`src/rtl/mem_port_arbiter_m1.sv`:
```
`default_nettype none
`timescale 1ns/1ps
// ============================================================================
// Module  : mem_port_arbiter_m1
// Brief   : Two-requester (fetch / data) arbiter for the single-port M1T memory,
//           data-priority with a starvation bound guaranteeing fetch progress.
// Revision: 1.0  initial release
// ============================================================================
module mem_port_arbiter_m1 #(
    parameter int ADDR_W       = 16,
    parameter int DATA_W       = 16,
    parameter int MEM_LATENCY  = 1,
    parameter int STARVE_LIMIT = 4
) (
    input  logic              clk,
    input  logic              async_rst,
    input  logic              if_req,
    input  logic [ADDR_W-1:0] if_addr,
    output logic              if_gnt,
    output logic              if_rvalid,
    output logic [DATA_W-1:0] if_rdata,
    input  logic              d_req,
    input  logic              d_we,
    input  logic [ADDR_W-1:0] d_addr,
    input  logic [DATA_W-1:0] d_wdata,
    output logic              d_gnt,
    output logic              d_rvalid,
    output logic [DATA_W-1:0] d_rdata,
    output logic              mem_en,
    output logic              mem_we,
    output logic [ADDR_W-1:0] mem_addr,
    output logic [DATA_W-1:0] mem_wdata,
    input  logic [DATA_W-1:0] mem_rdata
);

    localparam int LAT_W = (MEM_LATENCY > 1) ? $clog2(MEM_LATENCY) : 1;
    localparam int STV_W = $clog2(STARVE_LIMIT + 1);
    localparam logic [LAT_W-1:0] LAT_INIT = LAT_W'(MEM_LATENCY - 1);
    localparam logic [STV_W-1:0] STV_MAX  = STV_W'(STARVE_LIMIT);

    typedef enum logic [0:0] {S_IDLE = 1'b0, S_WAIT = 1'b1} state_t;
    typedef enum logic [0:0] {OWN_DATA = 1'b0, OWN_FETCH = 1'b1} owner_t;

    state_t             state;
    owner_t             owner;
    logic [LAT_W-1:0]   lat_cnt;
    logic [STV_W-1:0]   starve_cnt;

    logic any_req;
    logic pick_fetch;
    logic grant;
    logic done;

    assign any_req    = if_req | d_req;
    assign pick_fetch = if_req & (~d_req | (starve_cnt == STV_MAX));

    // Outputs are combinational, so they are gated with reset to stay low while it is held.
    assign grant = async_rst & (state == S_IDLE) & any_req;
    assign done  = async_rst & (state == S_WAIT) & (lat_cnt == '0);

    assign if_gnt    = grant & pick_fetch;
    assign d_gnt     = grant & ~pick_fetch;
    assign mem_en    = grant;
    assign mem_we    = d_gnt & d_we;
    assign mem_addr  = if_gnt ? if_addr : (d_gnt ? d_addr : '0);
    assign mem_wdata = d_gnt ? d_wdata : '0;

    assign if_rvalid = done & (owner == OWN_FETCH);
    assign d_rvalid  = done & (owner == OWN_DATA);
    assign if_rdata  = if_rvalid ? mem_rdata : '0;
    assign d_rdata   = d_rvalid ? mem_rdata : '0;

    always_ff @(posedge clk or negedge async_rst) begin
        if (!async_rst) begin
            state      <= S_IDLE;
            owner      <= OWN_DATA;
            lat_cnt    <= '0;
            starve_cnt <= '0;
        end else begin
            case (state)
                S_IDLE: begin
                    if (any_req) begin
                        owner   <= pick_fetch ? OWN_FETCH : OWN_DATA;
                        lat_cnt <= LAT_INIT;
                        state   <= S_WAIT;
                    end
                    // A data win with fetch waiting is the only case that advances the count.
                    if (!if_req || pick_fetch) begin
                        starve_cnt <= '0;
                    end else if (d_req && (starve_cnt != STV_MAX)) begin
                        starve_cnt <= starve_cnt + 1'b1;
                    end
                end
                S_WAIT: begin
                    if (lat_cnt != '0) begin
                        lat_cnt <= lat_cnt - 1'b1;
                    end else begin
                        state <= S_IDLE;
                    end
                end
                default: state <= S_IDLE;
            endcase
        end
    end

endmodule
`default_nettype wire
```
`config.mk`:
```
export PLATFORM = sky130hd
export DESIGN_NAME = mem_port_arbiter_m1
export DESIGN_NICKNAME = d
export VERILOG_FILES = /design/src/rtl/mem_port_arbiter_m1.sv
export SDC_FILE = /design/constraint.sdc
export NUM_CORES = 1
export LEC_CHECK = 0
export CELL_PAD_IN_SITES_DETAIL_PLACEMENT = 1
export CELL_PAD_IN_SITES_GLOBAL_PLACEMENT = 2
export CORE_AREA = 2 2 94 96
export DETAILED_ROUTE_END_ITERATION = 10
export DIE_AREA = 0 0 96 98
export GPL_TIMING_DRIVEN = 0
export HOLD_SLACK_MARGIN = 0.06
export PLACE_DENSITY_LB_ADDON = 0.08
export REMOVE_ABC_BUFFERS = 1
export SLEW_MARGIN = 20
export SYNTH_ARGS = -nofsm -noshare
export SYNTH_HDL_FRONTEND = slang
export SYNTH_SLANG_ARGS = --single-unit
```
`constraint.sdc`:
```
create_clock -name clk -period 3.7 [get_ports clk]
set_input_delay 0.74 -clock clk [delete_from_list [all_inputs] [get_ports clk]]
set_output_delay 0.74 -clock clk [all_outputs]
set_load 0.005 [all_outputs]
```
# Yosys cells after proc, flatten, opt, wreduce, memory -nomap -nowiden
# Cells that the tools add are included.
# totals
ff_bits	6
in_bits	69
output_inout_bits	70
# op_classes
add_sub_neg	2
n_eq_ne	3
muxes	14
n_bitwise	17
n_reduce_logical	6
# ops
cell	n
$mux W16	5
$and A1 B1 Y1	10
$mux W3	2
$mux W1	5
$not A1 Y1	5
$pmux W1 S2	2
$reduce_and A2 Y1	2
$add A3 B1 Y3 const B	1
$eq A3 B3 Y1 const B	1
$ne A3 B3 Y1 const B	1
$ne A2 B2 Y1 const B	1
$or A1 B1 Y1	2
$reduce_bool A2 Y1	1
$logic_and A1 B1 Y1	1
$logic_not A1 Y1	1
$logic_or A1 B1 Y1	1
$sub A1 B1 Y1 const B	1

# Logic depth before layout (Yosys ltp)
# Gate-level depths: netlist of the first run.
# logic_depth
word_depth	7
ltp_mapped	6
depth_no_buf	5

# Worst setup path after synthesis of the first run
# No wires, ideal clock.
# synth_path
kind	input port to output port
from	input port d_req
to	output port mem_addr[10]
t_arrival_ps	1545
t_required_ps	2960
slack_ps	1415
cell_stages	4
path_buffers	1
cell_sequence	a21boi_2 > nor3b_4 > buf_6 > a22o_1
# synth_via
elab_cells_between_ends	10
cone_classes	2 x mux; 8 x bitwise
# synth_rtl
item	line	text
from (decl)	22	input logic d_req,
$not A1 Y1	55	assign pick_fetch = if_req & (~d_req | (starve_cnt == STV_MAX));
$or A1 B1 Y1	55	
$and A1 B1 Y1	55	
$and A1 B1 Y1 *	61	assign if_gnt = grant & pick_fetch;
net if_gnt	19	output logic if_gnt,
$mux W16 *	65	assign mem_addr = if_gnt ? if_addr : (d_gnt ? d_addr : '0);
to (decl)	31	output logic [ADDR_W-1:0] mem_addr,
# Mark *: on every way through the listed nets, which the timed path passes. The rest lies on a longest branch.

# Worst setup path after layout of the first run
# layout_path
from	input port if_req
to	output port mem_addr[10]
# layout_via
elab_chain_len	5
elab_cells_between_ends	8
cone_classes	2 x mux; 6 x bitwise
# layout_rtl
item	line	text
from (decl)	17	input logic if_req,
$or A1 B1 Y1 or $and A1 B1 Y1 (tied branches)	54, 55	
$and A1 B1 Y1 or $not A1 Y1 (tied branches)	58, 62	
$and A1 B1 Y1	62	assign d_gnt = grant & ~pick_fetch;
$mux W16	65	
$mux W16 *	65	
# Mark *: on every way between the ends. The rest lies on a longest branch, timed or not.

==> impl_metrics.toml, run 1 <==
[sta]
grt_setup_unrepaired = "no"
slew_violations = 0
setup_violators_final = 0
worst_pin_slew_ns = 0.5565
whs_ns = 0.4289
fmaxAchievable_ghz = 0.2877
fin_crit_sh_pct = 93.95
period_needed_ns = 3.476
setup-tns-final_ns = 0
max-slew-margin-rel_pct = 62.86
clock_skew_ns = 0.0001244
finalHoldViolCount = 0

[logic_synthesis]
synthFlopType = "dfrtp_1"
synth-compound-area-share_pct = 24.39
synth-edff-count = 0
post-synth-top-count-cell = "and2_1"
synth.area.top_cells = "and2_1 (38%), a22o_1 (17%), dfrtp_1 (15%)"
synth-warning-count = 0
synthXorXnorAreaFrac_pct = 0
syn_inst = 106
synthDominantCellAreaShare_pct = 38.11
synth_seq_area_share_pct = 15.24
largest_family_of_logic_cells_by_synthesized_area = "simple AND/OR/NAND/NOR gates"
yosys.cell_types.count = 22
synthesis.area_per_instance_um2 = 7.743
synth_area_leader_cell = "and2_1"
post_synth_mux_area_share_pct = 0
post_synth_most_frequent_cells = "and2_1 (50), a22o_1 (16), dfrtp_1 (5)"
synth_fa_ha_area_share_pct = 3.049
synth_simple_gate_area_share_pct = 50.30
post_synth_instance_area_um2 = 820.8
synth-seq-cells = 5
synth_async_sr_flop_share_pct = 100.0

[die]
die_y_um = 98
core_um2 = 8466
std_cell_rows = 34
design.die.area_um2 = 9408
fp.dieW_um = 96
floorplan.initialDensity_pct = 9.696
io-pin-count = 139

[placed_design]
placed_cells_incl_taps = 344
gp_congestion = 0.6787
dpl-instance-area_um2 = 2291
detailed_placement_wirelength_estimate_um = 4132
numPortBuffers = 138

[clock_tree]
cts_buffer_depth = 2
htree_num_levels = 1
number_of_buffers_created_by_cts = 3
cts-root-buf = "clkbuf_8"
tritoncts = "built"
clock_pin_transition_on_the_worst_setup_and_hold_timing_paths_ns = 0.03
clkSinkCount = 5
clock_insertion_delay_worst_skew_ns = 0.22

[setup_path]
crit_fanout = 17
crit_required_ns = 2.96
crit_path_start_kind = "input pin"
end_kind = "output port"
cp_data_arrival_time_ns = 2.74
cp_class = "input pin to output port"

[drt]
firstDrtPassIters = 2
route.vias.total = 1295
drt-vias-per-instance = 3.658
routed_wirelength_normalized_by_instance_count_um = 14.63
route.final.wire_length_um = 5179
total_drc_errors_in_the_routed_layout = 0
detail_route.iter0.violations = 22
antenna_violating_nets_post_route = 0

[global_routing]
number_of_antenna_violations_at_the_first_check_in_global_routing = 0
maximum_number_of_pins_on_one_net_before_global_route_repair = 18
grt_overflow_total = 0
grt_pass1_wl_um = 7555
first_global_vias = 1243
grt.total_usage_pct = 10.34

[min_path]
tightest_hold_check_type = "input pin to asynchronous set/reset pin"

[layout]
final_instance_count_excl_fillers = 354
num-fill-cells = 978
area_growth_syn_to_layout_pct = 195.4
layout-drive-gt1-share_pct = 5.691
fin_nets = 318
diodes = 0
finish.utilization_pct = 28.64
fin_area_um2 = 2425

[power_and_ir_drop]
pd_cells_nw_per_um2 = 166.1
total_leakage_power_nw = 0.9157
vdd_ir_drop_max_mv = 0.2132

[outcome]
status = "finished clean"

[flow_run]
max_cap_violations = 0
## layout by cell type, fill, tap and decap left out
cell type        netlist  layout
dfrtp_1                5       5
nor2_1                 3       2
dlymetal6s2s_1         0       1
clkdlybuf4s50_1        0     137
buf_4                  1       3
nand2b_1               1       1
clkbuf_1               2       1
nand2_1                4       4
nand3_1                1       1
a31oi_4                1       2
nor3b_4                1       1
nand4b_1               1       1
and3_1                 1       1
and2_1                50      50
ha_1                   2       2
a22o_1                16      16
inv_1                  3       3
o21ai_0                4       4
clkbuf_8               0       3
buf_12                 0       2
nand2b_4               1       1
nand3b_1               2       2
o211ai_1               1       1
nor2_2                 0       1
a21boi_2               1       1
## cell families after synthesis
| logic type | Yosys count |
|---|---|
| and+or+nand+nor | 65 |
| AOI/OAI and AO/OA | 23 |
| buffers and inverters | 11 |
| DFF | 5 |
| adders and majority gates | 2 |
## final cells by class
type | count | area, µm² | share of cell area, %
Timing Repair Buffer | 143 | 1446 | 59.65
Multi-Input combinational cell | 91 | 661.9 | 27.30
Tap cell | 108 | 135.1 | 5.573
Sequential cell | 5 | 125.1 | 5.160
Clock buffer | 4 | 45.04 | 1.858
Inverter | 3 | 11.26 | 0.4644
## sequential cells by signal, indices dropped and copies added, names as in the netlist
name	count
starve_cnt	3
owner	1
state	1
## power breakdown
group | switching, mW | leakage [nW] | total, mW | internal [mW]
combinational | 0.0735 | 0.828 | 0.233 | 0.159
clock | 0.0274 | 0.0228 | 0.101 | 0.0740
sequential | 0.00790 | 0.0652 | 0.0687 | 0.0608
## worst max-delay path, stage by stage
cell and delay, ns:
clkdlybuf4s50_1 0.81, nand2b_4 0.11, nor3b_4 0.25, buf_12 0.18
a22o_1 0.13, clkdlybuf4s50_1 0.51
## path summary, 6_finish.rpt
check | slack [ns] | cells after the start | startpoint | endpoint
max in group asynchronous | 2.99 | 1 | async_rst | owner
max | 0.22 | 6 | if_req | mem_addr[10]
min in group clk | 0.52 | 2 | starve_cnt[1] | starve_cnt[1]
min | 0.43 | 1 | async_rst | starve_cnt[0]
max reg2reg | 2.19 | 5 | starve_cnt[0] | starve_cnt[0]
min reg2reg | 0.52 | 2 | starve_cnt[1] | starve_cnt[1]
## metal layers
layer  GRT usage (%)  up-vias  routed length [µm]
met4           1.648        0                  25
met1           11.66      573                1937
met2           18.96       78                2514
li1                -      641                   -
met3           3.241        3                 701
met5               0        -                   0
## per-stage QoR
step | power [mW] | setup slack [ns]
2_1_floorplan | 0.1267 | 1.348
3_3_place_gp | 0.2931 | -0.2940
3_5_place_dp | 0.2920 | -0.2549
4_1_cts | 0.4128 | 0.008674
5_1_grt | 0.4337 | 0.09695
6_report | 0.4027 | 0.2240
## repair_timing
| item | 4_1_cts | 5_1_grt |
|---|---|---|
| pin swaps | 1 | 0 |
| hold buffers | 0 | 0 |
| endpoints found under the setup margin | 51 | 24 |
| gates resized for setup | 2 | 1 |
| cloned | 1 | 0 |
| buffers inserted | 5 | 0 |
| endpoints found under the hold margin | 0 | 0 |
No activity file was read; power rests on OpenSTA's default activity.
==> run 2: changes to the inputs <==
CTS_BUF_LIST = sky130_fd_sc_hd__clkbuf_16   (was not set)
MAX_ROUTING_LAYER = met4   (was not set)
==> impl_metrics.toml, run 2 (synthesized netlist as in run 1, its figures left out) <==
[sta]
finalHoldViolCount = 0
fmaxAchievable_ghz = 0.2882
clock_skew_ns = 0.0001441
slew_violations = 0
max-slew-margin-rel_pct = 62.97
fin_crit_sh_pct = 93.78
setup_violators_final = 0
fin_ws_ns = 0.2301
worst_pin_slew_ns = 0.5549
period_needed_ns = 3.470
grt_setup_unrepaired = "no"

[die]
core_um2 = 8466
design.die.area_um2 = 9408
io-pin-count = 139
std_cell_rows = 34
fp.dieW_um = 96
die_y_um = 98
floorplan.initialDensity_pct = 9.696

[power_and_ir_drop]
power.switching_fraction_pct = 24.74
total_leakage_power_nw = 0.9353
internal_power_mw = 0.3599
clock_share_of_power_pct = 37.0
pd_cells_nw_per_um2 = 194.5
share_comb_of_total_power_pct = 48.6
power.switching_mw = 0.1183
vdd_ir_drop_max_mv = 0.1723
power.sequential.fraction_pct = 14.4

[clock_tree]
cts_buffer_depth = 2
cts-root-buf = "clkbuf_16"
clock_pin_transition_on_the_worst_setup_and_hold_timing_paths_ns = 0.03
clock_insertion_delay_worst_skew_ns = 0.23
clkSinkCount = 5
htree_num_levels = 1
number_of_buffers_created_by_cts = 3
tritoncts = "built"

[setup_path]
cp_class = "input pin to output port"
crit_fanout = 17
cp_data_arrival_time_ns = 2.73
end_kind = "output port"
crit_required_ns = 2.96
crit_path_start_kind = "input pin"

[global_routing]
maximum_number_of_pins_on_one_net_before_global_route_repair = 18
grt_pass1_wl_um = 7548
number_of_antenna_violations_at_the_first_check_in_global_routing = 0
grt_overflow_total = 0
grt.total_usage_pct = 10.78
first_global_vias = 1230

[placed_design]
gp_congestion = 0.6856
placed_cells_incl_taps = 344
preCtsSetupSlack_ns = -0.2549
numPortBuffers = 138
detailed_placement_wirelength_estimate_um = 4132

[drt]
drt-vias-per-instance = 3.653
detail_route.iter0.violations = 30
route.vias.total = 1293
antenna_violating_nets_post_route = 0
routed_wirelength_normalized_by_instance_count_um = 14.72
route.final.wire_length_um = 5210
total_drc_errors_in_the_routed_layout = 0
firstDrtPassIters = 3

[layout]
mostFrequentLayoutCell = "clkdlybuf4s50_1"
fin_nets = 318
final_instance_count_excl_fillers = 354
diodes = 0
commonest_cells_after_routing_fill_and_taps_aside = "clkdlybuf4s50_1 (137), and2_1 (50), a22o_1 (16), dfrtp_1 (5)"
largest_register_ffs = 3
layout-drive-gt1-share_pct = 5.691
top_register = "starve_cnt"
area_growth_syn_to_layout_pct = 199.5
largestRegisters = "starve_cnt: 3 flops, owner: 1 flops, state: 1 flops"

[min_path]
tightest_hold_check_type = "input pin to asynchronous set/reset pin"

[flow_run]
max_cap_violations = 0

[outcome]
status = "finished clean"
==> run 2: cell types whose count changed in the layout (fill, tap and decap cells not counted) <==
cell,delta
clkbuf_8,-3
clkbuf_1,-1
clkbuf_16,+3
inv_1,+1
==> run 2: critical path: stages <==
cell	delay [ns]
clkdlybuf4s50_1	0.81
nand2b_4	0.11
nor3b_4	0.25
buf_12	0.18
a22o_1	0.13
clkdlybuf4s50_1	0.51
==> run 2: power by group through the flow <==
stage          clock network [mW]  registers (mW)  logic, mW
6_report                    0.177          0.0688      0.232
5_1_grt                     0.185          0.0699      0.253
4_1_cts                     0.182          0.0687      0.239
3_5_place_dp                    0          0.0687      0.223
3_3_place_gp                    0          0.0687      0.224
2_1_floorplan                   0          0.0665     0.0602
==> run 2: cell type report <==
type | count | area [µm²]
Clock buffer | 3 | 75.07
Clock inverter | 1 | 3.754
Fill cell | 977 | 6007
Inverter | 3 | 11.26
Multi-Input combinational cell | 91 | 661.9
Sequential cell | 5 | 125.1
Tap cell | 108 | 135.1
Timing Repair Buffer | 143 | 1446
==> run 2: per-layer routing <==
| layer | up-vias | track usage (%) | routed length [µm] |
|---|---|---|---|
| li1 | 642 | - | - |
| met1 | 570 | 11.85 | 1977 |
| met2 | 78 | 18.80 | 2494 |
| met3 | 3 | 3.395 | 702 |
| met4 | 0 | 2.308 | 36 |
| met5 | - | - | 0 |
==> run 2: worst paths after layout <==
path                               start            end  slack, ns  depth (start not counted)
max in group asynchronous      async_rst          owner       2.99                          1
hold reg to reg            starve_cnt[1]  starve_cnt[1]       0.52                          2
min in group clk           starve_cnt[1]  starve_cnt[1]       0.52                          2
setup / recovery                  if_req   mem_addr[10]       0.23                          6
setup reg to reg           starve_cnt[0]  starve_cnt[0]       2.19                          5
hold / removal                 async_rst  starve_cnt[0]       0.42                          1
==> run 2: timing repair <==
| action | in CTS | in global routing |
|---|---|---|
| buffers inserted | 5 | 0 |
| gates cloned | 1 | 0 |
| endpoints found under the hold margin | 0 | 0 |
| pin swaps | 1 | 0 |
| hold buffers | 0 | 0 |
| resized for setup | 2 | 1 |
| setup endpoints to repair | 51 | 24 |
==> run 2: per-stage QoR <==
stage | TNS, ns | hold WS, ns | util, % | power [mW] | instance area, µm²
5_1_grt | 0 | 0.4459 | 29.04 | 0.5087 | 2459
2_1_floorplan | 0 | 0.4444 | - | 0.1267 | 774.5
4_1_cts | 0 | 0.5289 | 29.01 | 0.4896 | 2456
3_3_place_gp | -11.09 | 0.5171 | 27.06 | 0.2931 | 2291
3_5_place_dp | -9.365 | 0.5195 | 27.06 | 0.2920 | 2291
6_report | 0 | 0.4240 | 29.04 | 0.4783 | 2459
